$ cat src/rtl/sram_port_arbiter.sv
// sram_port_arbiter: shares one single-port image SRAM between the BMP
// loader/dumper (port A) and the edge filter engine (port B).
// Round-robin arbitration with a bounded hold count; read data returns one
// cycle after the accepted read, steered to the port that issued it.
// Optional feature macro: ARB_STATS_EN adds saturating per-port wait counters.
module sram_port_arbiter #(
    parameter int ADDR_W   = 16,
    parameter int DATA_W   = 8,
    parameter int MAX_HOLD = 4
) (
    input  logic              clk,
    input  logic              rst,
    input  logic              a_req,
    input  logic              a_we,
    input  logic [ADDR_W-1:0] a_addr,
    input  logic [DATA_W-1:0] a_wdata,
    output logic              a_gnt,
    output logic              a_rvalid,
    output logic [DATA_W-1:0] a_rdata,
    input  logic              b_req,
    input  logic              b_we,
    input  logic [ADDR_W-1:0] b_addr,
    input  logic [DATA_W-1:0] b_wdata,
    output logic              b_gnt,
    output logic              b_rvalid,
    output logic [DATA_W-1:0] b_rdata,
    output logic              sram_wen,
    output logic [ADDR_W-1:0] sram_addr,
    output logic [DATA_W-1:0] sram_d,
    input  logic [DATA_W-1:0] sram_q
`ifdef ARB_STATS_EN
    ,
    output logic [15:0]       a_wait_cnt,
    output logic [15:0]       b_wait_cnt
`endif
);

    localparam logic [1:0] ST_NONE  = 2'd0;
    localparam logic [1:0] ST_OWN_A = 2'd1;
    localparam logic [1:0] ST_OWN_B = 2'd2;
    localparam logic [3:0] HOLD_MAX = 4'(MAX_HOLD);

    logic [1:0]        state_q, state_d;
    logic              last_b_q, last_b_d;      // 1: last owner was B
    logic [3:0]        hold_cnt_q, hold_cnt_d;
    logic              rd_pend_q, rd_pend_d;
    logic              rd_tag_b_q, rd_tag_b_d;  // 1: pending read belongs to B
    logic [DATA_W-1:0] a_rdata_q, a_rdata_d;
    logic [DATA_W-1:0] b_rdata_q, b_rdata_d;
    logic              gnt_a, gnt_b;

    // Pick this cycle's winner from the registered owner state and live requests.
    always_comb begin
        // NOTE: every always_comb output gets a default first so no path can infer a latch.
        gnt_a = 1'b0;
        gnt_b = 1'b0;
        case (state_q)
            ST_OWN_A: begin
                if (a_req) begin
                    if (b_req && hold_cnt_q == HOLD_MAX) gnt_b = 1'b1;
                    else                                 gnt_a = 1'b1;
                end else begin
                    gnt_b = b_req;
                end
            end
            ST_OWN_B: begin
                if (b_req) begin
                    if (a_req && hold_cnt_q == HOLD_MAX) gnt_a = 1'b1;
                    else                                 gnt_b = 1'b1;
                end else begin
                    gnt_a = a_req;
                end
            end
            default: begin
                // Idle (and the unused encoding): a tie goes to the port opposite the last owner.
                if (a_req && b_req) begin
                    gnt_a = last_b_q;
                    gnt_b = ~last_b_q;
                end else begin
                    gnt_a = a_req;
                    gnt_b = b_req;
                end
            end
        endcase
        // No access may reach the SRAM while reset is asserted.
        if (rst) begin
            gnt_a = 1'b0;
            gnt_b = 1'b0;
        end
    end

    assign a_gnt = gnt_a;
    assign b_gnt = gnt_b;

    // Steer the winner's address, data and write strobe onto the SRAM pins.
    always_comb begin
        sram_wen  = 1'b1;
        sram_addr = '0;
        sram_d    = '0;
        if (gnt_a) begin
            sram_wen  = ~a_we;
            sram_addr = a_addr;
            sram_d    = a_wdata;
        end else if (gnt_b) begin
            sram_wen  = ~b_we;
            sram_addr = b_addr;
            sram_d    = b_wdata;
        end
    end

    // Next owner, last owner, hold count and pending-read tag.
    always_comb begin
        state_d    = ST_NONE;
        last_b_d   = last_b_q;
        hold_cnt_d = '0;
        if (gnt_a) begin
            state_d  = ST_OWN_A;
            last_b_d = 1'b0;
            if (state_q != ST_OWN_A)                   hold_cnt_d = 4'd1;
            else if (b_req && hold_cnt_q < HOLD_MAX)   hold_cnt_d = hold_cnt_q + 4'd1;
            else                                       hold_cnt_d = hold_cnt_q;
        end else if (gnt_b) begin
            state_d  = ST_OWN_B;
            last_b_d = 1'b1;
            if (state_q != ST_OWN_B)                   hold_cnt_d = 4'd1;
            else if (a_req && hold_cnt_q < HOLD_MAX)   hold_cnt_d = hold_cnt_q + 4'd1;
            else                                       hold_cnt_d = hold_cnt_q;
        end
        rd_pend_d  = (gnt_a && !a_we) || (gnt_b && !b_we);
        rd_tag_b_d = gnt_b;
    end

    // Return read data to its owner; each port's rdata holds between pulses.
    assign a_rvalid  = rd_pend_q && !rd_tag_b_q;
    assign b_rvalid  = rd_pend_q &&  rd_tag_b_q;
    assign a_rdata   = a_rvalid ? sram_q : a_rdata_q;
    assign b_rdata   = b_rvalid ? sram_q : b_rdata_q;
    assign a_rdata_d = a_rdata;
    assign b_rdata_d = b_rdata;

    // Arbiter state registers; reset cancels any pending read return.
    always_ff @(posedge clk or posedge rst) begin
        if (rst) begin
            state_q    <= ST_NONE;
            last_b_q   <= 1'b1;
            hold_cnt_q <= '0;
            rd_pend_q  <= 1'b0;
            rd_tag_b_q <= 1'b0;
            a_rdata_q  <= '0;
            b_rdata_q  <= '0;
        end else begin
            // NOTE: sequential state uses non-blocking assignments so every flop samples pre-edge values.
            state_q    <= state_d;
            last_b_q   <= last_b_d;
            hold_cnt_q <= hold_cnt_d;
            rd_pend_q  <= rd_pend_d;
            rd_tag_b_q <= rd_tag_b_d;
            a_rdata_q  <= a_rdata_d;
            b_rdata_q  <= b_rdata_d;
        end
    end

`ifdef ARB_STATS_EN
    logic [15:0] a_wait_q, a_wait_d;
    logic [15:0] b_wait_q, b_wait_d;

    // Count cycles each port spends requesting without a grant, saturating.
    always_comb begin
        a_wait_d = a_wait_q;
        b_wait_d = b_wait_q;
        if (a_req && !gnt_a && a_wait_q != 16'hFFFF) a_wait_d = a_wait_q + 16'd1;
        if (b_req && !gnt_b && b_wait_q != 16'hFFFF) b_wait_d = b_wait_q + 16'd1;
    end

    // Wait counter registers.
    always_ff @(posedge clk or posedge rst) begin
        if (rst) begin
            a_wait_q <= '0;
            b_wait_q <= '0;
        end else begin
            a_wait_q <= a_wait_d;
            b_wait_q <= b_wait_d;
        end
    end

    assign a_wait_cnt = a_wait_q;
    assign b_wait_cnt = b_wait_q;
`endif

endmodule
$ cat config.mk
export PLATFORM = sky130hd
export DESIGN_NAME = sram_port_arbiter
export DESIGN_NICKNAME = d
export VERILOG_FILES = /design/src/rtl/sram_port_arbiter.sv
export SDC_FILE = /design/constraint.sdc
export NUM_CORES = 1
export LEC_CHECK = 0
export ABC_AREA = 1
export ABC_CLOCK_PERIOD_IN_PS = 4300
export BUFFER_PORTS_ARGS = -buffer_cell sky130_fd_sc_hd__buf_2
export CAP_MARGIN = 0
export CORE_ASPECT_RATIO = 2
export CORE_MARGIN = 5
export CORE_UTILIZATION = 43
export CTS_CLUSTER_DIAMETER = 80
export DETAILED_ROUTE_END_ITERATION = 12
export GPL_TIMING_DRIVEN = 0
export HOLD_SLACK_MARGIN = 0.03
export PLACE_DENSITY = 0.91
export SYNTH_ARGS = -nofsm -noshare
export SYNTH_HDL_FRONTEND = slang
export SYNTH_SLANG_ARGS = --single-unit
$ cat constraint.sdc
create_clock -name clk -period 4.3 [get_ports clk]
set_clock_uncertainty 0.1 [all_clocks]
set_input_delay 0.645 -clock clk [delete_from_list [all_inputs] [get_ports clk]]
set_output_delay 0.645 -clock clk [all_outputs]
set_load 0.01 [all_outputs]
==> impl_metrics.ini, run 1 <==
[timing]
maxSlewHeadroom_pct = 40.06
setup_violations = 0
tightest_slew_ns = 0.8982
max_freq_ghz = 0.3238
period_minus_slack_ns = 3.089
grt_setup_unrepaired = false
setup_tns_ns = 0
final.period_utilization_pct = 71.83
drv_slew = 0
final_hold_viol_count = 0

[cts]
htree_levels = 1
cts_buffers = 3
postCtsHoldBufs = 0
clkSlewWorstSetupHoldPaths_ns = 0.07
cts_tree = built
post_cts_buffers = 0
cts.sink_count = 25
clockBufferDepth = 2
clock_latency_ns = 0.26
cts-resized-gates = 0
clockRootBuffer = clkbuf_8

[finish]
nNetsFinal = 351
antenna_cells = 0
drive_gt1_share_pct = 42.61
fin_util_pct = 62.17
syn_to_final_growth_pct = 42.12
fill_cells = 284

[hold_path]
min_path_cells = 2
hp-class = flip-flop to flip-flop
worstHoldStart = a_rdata_q[2]
hold_path_end = a_rdata_q[2]

[synthesis]
ys.flop_type = dfrtp_1
syn_area_mm2 = 0.001461
ys_seq_elements = 25
synth_top_area_share_pct = 41.10
syn_nets = 240
ys_warn_count = 0
yosysTopAreaCell = dfrtp_1
yosysSeqAreaShare_pct = 42.89
yosysMostFrequentCell = nand2_1
synthArstFlopShare_pct = 100.0
syn_avg_cell_area_um2 = 8.399
syn_inst = 174
synth_edf_count = 0
yosys.cell_types.count = 25
synthTopCellsByArea = dfrtp_1, a22o_1, nand2_1, o21ai_0, inv_1
synth_common_cells = nand2_1, dfrtp_1, a22o_1, inv_1, o21ai_0

[critical_path]
regToRegEndpoint = hold_cnt_q[1]
critPathLaunchType = input port
worst-r2r-setup-slack_ns = 2.43
end_kind = output port
cp_max_fo = 26
r2r-start = hold_cnt_q[0]
worst-setup-path-type = input port to output port
worstPathArrival_ns = 2.34
critPathRequiredTime_ns = 3.56
ff2ff_path_depth = 12

[floorplanning]
initial_utilization_pct = 43.75
coreArea_mm2 = 0.003341
io_pins = 107
die_height_um = 92.45
num_rows = 30
dieArea_mm2 = 0.004735
fp.dieW_um = 51.22

[power_and_ir_drop]
switching_share_pct = 41.43
comb_power_share_pct = 56.9
seq_power_share_pct = 31.9
leakage_nw = 1.251
p_clk_share_pct = 11.1
ir_worst_vdd_uv = 227.3
p_int_mw = 0.6738
p_switching_mw = 0.4766
power_density_mw_per_mm2 = 553.9

[drt]
first_iter_violations = 14
drt-wirelength-per-cell_um = 13.16
drc_errors = 0
dr_total_vias = 1619
ant_nets = 0
via_per_inst = 5.123
dr.pass1.iters = 4
wl_um = 4157

[global_route]
grt_max_degree = 27
grt_pass1_wl_um = 7113
antenna_found_initial = 0
grt_remaining_overflow = 0
track_usage_pct = 18.62
grt_pass1_vias = 1637

[flow_run]
drv_cap = 0

[place]
place.gp.congestion = 0.8192
port_buffers = 106
hpwl_um = 3635

[outcome]
run_status = completed
[layer usage]
metal	wire (um)	track usage, %
met1	1413	19.34
met2	2329	37.07
met3	387	3.543
met4	26	3.282
met5	0	0
[cell usage in the layout (no fill, tap or decap), drive strengths merged]
cell type / instances
a21oi: 2
a22o: 24
a22oi: 1
buf: 111
clkbuf: 6
dfrtp: 24
dfstp: 1
ha: 4
inv: 24
nand2: 46
nand3: 10
nand4: 2
nor2: 7
o21ai: 20
o22ai: 1
xor2: 1
[stage by stage]
step / area (um^2) / power, mW / hold WS (ns) / worst slack [ns] / cells
floorplan: 1461 / 0.7767 / 0.3566 / 1.602 / 174
global placement: 2032 / 1.010 / 0.3726 / 1.161 / 312
detailed placement: 2032 / 1.034 / 0.3793 / 1.136 / 312
CTS: 2077 / 1.164 / 0.3982 / 1.130 / 316
global route: 2077 / 1.259 / 0.4196 / 0.9332 / 316
finish: 2077 / 1.150 / 0.3971 / 1.211 / 316
[area by class of cell]
type	count	area (um^2)	area share (%)
Buffer	7	47.55	2.289
Clock buffer	4	45.04	2.169
Sequential cell	25	626.9	30.18
Timing Repair Buffer	106	530.5	25.54
Multi-Input combinational cell	118	694.4	33.43
Tap cell	32	40.04	1.928
Inverter	24	92.59	4.458
[worst max-delay path, stage by stage]
cell and delay (ns):
buf_2 0.11, inv_1 0.65, nand2_1 0.11, inv_1 0.11, nand2_2 0.12, nor2_8 0.18
buf_6 0.17, a22o_1 0.13, buf_2 0.13
[logic make-up after synthesis]
family	Yosys count	synth area share [%]
buf+inv	31	9.589
simple gates	65	20.03
xor+xnor	1	0.5994
flops	25	42.89
compound gates	48	23.46
fa+ha+maj	4	3.425
[flip-flops by register name (all words and copies together) (netlist names)]
signal      cells
last_b_q        1
state_q         2
a_rdata_q       8
rd_tag_b_q      1
b_rdata_q       8
hold_cnt_q      4
rd_pend_q       1
[how the worst max path moves through the flow]
stage,startpoint,to,slack (ns),depth (start not counted)
6_report,rst,sram_d[1],1.21,9
5_1_grt,rst,sram_addr[8],0.93,9
4_1_cts,rst,sram_addr[4],1.13,9
3_5_place_dp,rst,sram_addr[4],1.14,9
3_3_place_gp,rst,sram_d[0],1.16,9
2_1_floorplan,rst,sram_addr[10],1.60,7
[power by group through the flow]
stage	combinational (mW)	sequential (mW)	clock (mW)
after floorplan	0.414	0.363	0
after global placement	0.644	0.366	0
after detailed placement	0.662	0.372	0
after CTS	0.665	0.367	0.132
after global routing	0.738	0.378	0.143
final	0.655	0.367	0.128
(Power assumes the default switching activity.)
==> run 2, diff against run 1 <==
Settings changed: ABC_CLOCK_PERIOD_IN_PS 4300 to 2900, CORE_UTILIZATION 43 to 40, PLACE_DENSITY 0.91 to 0.86.
Clock period 4.3 ns to 2.9 ns, I/O delays scaled along.
==> run 2 against run 1 <==
  * Global-route usage shrank 1.3 points
  * Clock-buffer cell count is the same
  * Routed wire length grew 2.9%
  * Non-clock buffer count is the same
  * Critical path depth grew 2
  * Sequential power grew 49%
==> impl_metrics.ini, run 2 (synthesis results as in run 1) <==
[timing]
setup_tns_ns = 0
maxSlewHeadroom_pct = 65.36
hold-worst-slack_ns = 0.1157
max_freq_ghz = 0.3830
drv_slew = 0
grt_setup_unrepaired = false
final.period_utilization_pct = 90.03
final_hold_viol_count = 0
period_minus_slack_ns = 2.611
setup_violations = 0
tightest_slew_ns = 0.5184

[drt]
ant_nets = 0
wl_um = 4278
dr_total_vias = 1631
via_per_inst = 4.898
dr.pass1.iters = 4
drt-wirelength-per-cell_um = 12.85
drc_errors = 0
first_iter_violations = 22

[global_route]
antenna_found_initial = 0
grt_pass1_vias = 1681
track_usage_pct = 17.28
grt_pass1_wl_um = 6679
grt_remaining_overflow = 0
grt_max_degree = 27

[power_and_ir_drop]
seq_power_share_pct = 31.8
switching_share_pct = 41.72
p_int_mw = 1.000
leakage_nw = 1.245
power_density_mw_per_mm2 = 816.5
power_mw = 1.716
comb_power_share_pct = 56.7
p_clk_share_pct = 11.5
p_switching_mw = 0.7161
ir_worst_vdd_uv = 372.8

[critical_path]
worstPathArrival_ns = 2.08
max_stage_delay_ns = 0.43
critPathLaunchType = flip-flop
cp_max_fo = 10
end_kind = output port
critPathRequiredTime_ns = 2.37
path_cells = inv_1 -> ha_1 -> nand4_1 -> nand2_1 -> nand3_2 -> nand2_4 -> inv_4 -> nor2_8 -> buf_6 -> a22o_1 -> buf_2
slowest_stage = dfrtp_1
worst-setup-path-type = flip-flop to output port

[cts]
clkSlewWorstSetupHoldPaths_ns = 0.08
clockBufferDepth = 2
htree_levels = 1
cts_buffers = 3
post_cts_buffers = 0
cts.sink_count = 25
clock_latency_ns = 0.26
cts_tree = built
clockRootBuffer = clkbuf_8

[place]
place.gp.congestion = 0.8578
port_buffers = 106
hpwl_um = 3679

[outcome]
run_status = completed

[floorplanning]
coreArea_mm2 = 0.003568
fp.dieW_um = 52.74
num_rows = 31
initial_utilization_pct = 40.95
io_pins = 107
dieArea_mm2 = 0.005036
die_height_um = 95.48

[finish]
nNetsFinal = 351
layout_common_cells = buf_2, nand2_1, dfrtp_1
drive_gt1_share_pct = 42.96
syn_to_final_growth_pct = 43.84
fill_cells = 350
largestRegisters = a_rdata_q (8), b_rdata_q (8), hold_cnt_q (4)
antenna_cells = 0
final_common_cell = buf_2

[hold_path]
hp-class = input port to asynchronous set/reset pin

[flow_run]
drv_cap = 0
==> run 2: cell count changes in the layout (fill, tap and decap cells not counted) <==
cell / change
inv_1: -1
clkinvlp_4: +1
==> run 2: layout make-up <==
cell class	instances	area [um^2]	area share, %
Buffer	7	47.55	2.262
Clock buffer	4	45.04	2.143
Inverter	24	96.34	4.583
Multi-Input combinational cell	118	694.4	33.04
Sequential cell	25	626.9	29.82
Tap cell	49	61.31	2.917
Timing Repair Buffer	106	530.5	25.24
==> run 2: critical path, delay by kind of cell, from the launching register on <==
| family | cells | cell delay (ns) |
|---|---|---|
| flip-flops | 1 | 0.43 |
| AO/OA/AOI/OAI | 1 | 0.13 |
| AND/OR/NAND/NOR | 5 | 0.63 |
| buffers and inverters | 4 | 0.42 |
| adder cells (fa/ha/maj) | 1 | 0.18 |
==> run 2: per-stage QoR <==
step,cell area [um^2],util [%],std cells,worst slack (ns)
after floorplan,1461,-,174,0.6221
after global placement,2053,57.54,329,0.1960
after detailed placement,2053,57.54,329,0.1403
after CTS,2098,58.80,333,0.1324
after global routing,2102,58.91,333,0.1046
final,2102,58.91,333,0.2891
==> run 2: power groups by stage <==
stage	registers [mW]	logic (mW)	clock network [mW]
after global placement	0.542	0.964	0
after CTS	0.545	0.990	0.200
final	0.545	0.973	0.198
after detailed placement	0.552	0.986	0
after floorplan	0.538	0.614	0
after global routing	0.559	1.08	0.222
==> run 2: path summary, 6_finish.rpt <==
check	start	to	slack, ns	cells after the start
worst min register to register	b_rdata_q[6]	b_rdata_q[6]	0.39	2
worst max-delay path	hold_cnt_q[0]	sram_d[0]	0.29	11
worst max register to register	hold_cnt_q[0]	hold_cnt_q[1]	1.03	12
min in group clk	b_we	rd_pend_q	0.27	2
max in group asynchronous	rst	last_b_q	2.25	2
worst min-delay path	rst	rd_tag_b_q	0.12	2
==> run 2: what timing repair did <==
action	in CTS	in global routing
hold buffers	0	0
endpoints found under the setup margin	0	19
resized for setup	0	1
==> run 2: layer usage <==
metal / wire length (um) / track usage, % / vias to the layer above
met5: 0 / 0 / -
met1: 1533 / 15.16 / 738
met3: 325 / 2.660 / 5
met2: 2346 / 35.58 / 85
li1: - / - / 803
met4: 72 / 7.249 / 0
==> run 3, diff against run 2 <==
Settings changed: CELL_PAD_IN_SITES_DETAIL_PLACEMENT from default to 1, CELL_PAD_IN_SITES_GLOBAL_PLACEMENT from default to 1, CORE_UTILIZATION 40 to 27, PLACE_DENSITY 0.86 to default, PLACE_DENSITY_LB_ADDON from default to 0.1.
==> run 3 against run 2 <==
  * Utilization down 19 points
  * Sequential power hardly changed
  * Die area rose by 40%
  * Highest routed layer unchanged
  * Register-to-register slack is essentially flat
  * Sequential cell count did not move
  * First-iteration DRC count increased to 3.1 times the previous value
  * Clock power increased by 17%
  * Non-clock buffer count did not move
  * Sequential share of layout area shrank 0.26 points
  * Cell count up 3.3%
  * Largest power group unchanged
  * Via count fell by 0.74%
==> impl_metrics.ini, run 3 (synthesis results as in run 1) <==
[floorplanning]
coreArea_mm2 = 0.005325
die_height_um = 114.0
fp.dieW_um = 62.02
initial_utilization_pct = 27.44
num_rows = 38
dieArea_mm2 = 0.007073
io_pins = 107

[drt]
first_iter_violations = 68
dr_total_vias = 1619
ant_nets = 0
wl_um = 5004
drc_errors = 0
via_per_inst = 4.706
drt-wirelength-per-cell_um = 14.55
dr.pass1.iters = 4

[critical_path]
critPathLaunchType = flip-flop
crit_start = hold_cnt_q[0]
critPathRequiredTime_ns = 2.37
end_kind = output port
worst-r2r-setup-slack_ns = 1.04
path_cells = inv_1 -> ha_1 -> nand4_1 -> nand2_1 -> nand2_1 -> nand3_1 -> nand2_2 -> nor2_8 -> buf_6 -> a22o_1 -> buf_2
slowest_stage = dfrtp_1
ff2ff_path_depth = 11
r2r-start = hold_cnt_q[0]
worst-setup-path-type = flip-flop to output port
worstSetupEndpoint = sram_d[4]
worst-path-buf-inv = 3
worstPathArrival_ns = 2.12
regToRegEndpoint = hold_cnt_q[1]
max_stage_delay_ns = 0.44
cp_max_fo = 10
crit_family = simple AND/OR/NAND/NOR gates
cp_num_cells = 11
path_common_cell = nand2_1

[timing]
tightest_slew_ns = 0.5772
setup_tns_ns = 0
drv_slew = 0
final.period_utilization_pct = 91.44
final_hold_viol_count = 0
setup_violations = 0
period_minus_slack_ns = 2.652
max_freq_ghz = 0.3771
maxSlewHeadroom_pct = 61.44
grt_setup_unrepaired = false

[power_and_ir_drop]
power_density_mw_per_mm2 = 826.1
leakage_nw = 1.249
p_switching_mw = 0.7489
switching_share_pct = 42.75
seq_power_share_pct = 31.0
p_clk_share_pct = 13.2
comb_power_share_pct = 55.8
p_int_mw = 1.003
ir_worst_vdd_uv = 441.6

[hold_path]
hp-class = input port to asynchronous set/reset pin

[place]
port_buffers = 106
hpwl_um = 4123
place.gp.congestion = 0.7677
placed_area_mm2 = 0.002067
dp_cells = 340

[global_route]
grt_pass1_vias = 1691
grt_remaining_overflow = 0
track_usage_pct = 13.78
antenna_found_initial = 0
grt_max_degree = 27
grt_pass1_wl_um = 7693

[finish]
antenna_cells = 0
fill_cells = 696
fin_cells = 344
multi_input_area_um2 = 694.4
final-seq-area_um2 = 626.9
layout_common_cells = buf_2, nand2_1, dfrtp_1
nNetsFinal = 351
final_common_cell = buf_2
drive_gt1_share_pct = 43.31
largestRegisters = a_rdata_q (8), b_rdata_q (8), hold_cnt_q (4)
fin_util_pct = 39.83
syn_to_final_growth_pct = 45.12
final_cell_area_mm2 = 0.002121

[cts]
htree_levels = 1
clock_latency_ns = 0.28
cts_tree = built
clkSlewWorstSetupHoldPaths_ns = 0.10
clockRootBuffer = clkbuf_8
cts-resized-gates = 0
cts.sink_count = 25
cts_buffers = 3
post_cts_buffers = 0
postCtsHoldBufs = 0
clockBufferDepth = 2

[flow_run]
drv_cap = 0

[outcome]
run_status = completed
[run 3: cell types whose count changed in the layout (fill, tap and decap cells not counted)]
cell / change
inv_6: +1
clkbuf_1: -1
[run 3: power groups by stage]
| stage | Sequential, mW | Clock (mW) | Combinational [mW] |
|---|---|---|---|
| after CTS | 0.545 | 0.237 | 1.00 |
| after global routing | 0.559 | 0.249 | 1.09 |
| after detailed placement | 0.552 | 0 | 1.00 |
| after global placement | 0.546 | 0 | 0.983 |
| after floorplan | 0.538 | 0 | 0.614 |
| final | 0.543 | 0.231 | 0.978 |
[run 3: area by class of cell]
type / count / area share [%]
timing repair buffer: 106 / 25.01
inverter: 24 / 4.543
tap: 60 / 3.540
sequential: 25 / 29.56
multi-input combinational: 118 / 32.74
clock inverter: 1 / 0.4130
buffer: 7 / 2.242
clock buffer: 3 / 1.947
[run 3: worst min path at each step]
| stage | to | cells past startpoint |
|---|---|---|
| after floorplan | last_b_q | 2 |
| after global placement | a_rdata_q[6] | 2 |
| after detailed placement | last_b_q | 2 |
| after CTS | rd_pend_q | 2 |
| after global routing | rd_tag_b_q | 2 |
| final | a_rdata_q[4] | 2 |
[run 3: stage by stage]
| step | hold WS, ns | setup WS (ns) | total power [mW] |
|---|---|---|---|
| after floorplan | 0.3566 | 0.6221 | 1.152 |
| after global placement | 0.3715 | 0.08212 | 1.529 |
| after detailed placement | 0.3790 | 0.02125 | 1.554 |
| after CTS | 0.2629 | 0.01582 | 1.787 |
| after global routing | 0.1520 | 0.07702 | 1.902 |
| final | 0.1153 | 0.2483 | 1.752 |
[run 3: per-layer routing]
layer  routed length, um  GRT usage (%)
met5                   0              0
met4                  46          3.399
met3                 357          1.699
met2                2678          23.68
met1                1921          17.55
[run 3: worst register-to-register path, cell delays in order (launching register included)]
cell and delay, ns:
dfrtp_1 0.43, inv_1 0.07, ha_1 0.24, nand4_1 0.13, nand2_1 0.06, nand2_1 0.05
nand3_1 0.10, nand3_1 0.18, nor2_1 0.06, nor2_1 0.23, nand2_1 0.10, nand2_1 0.07
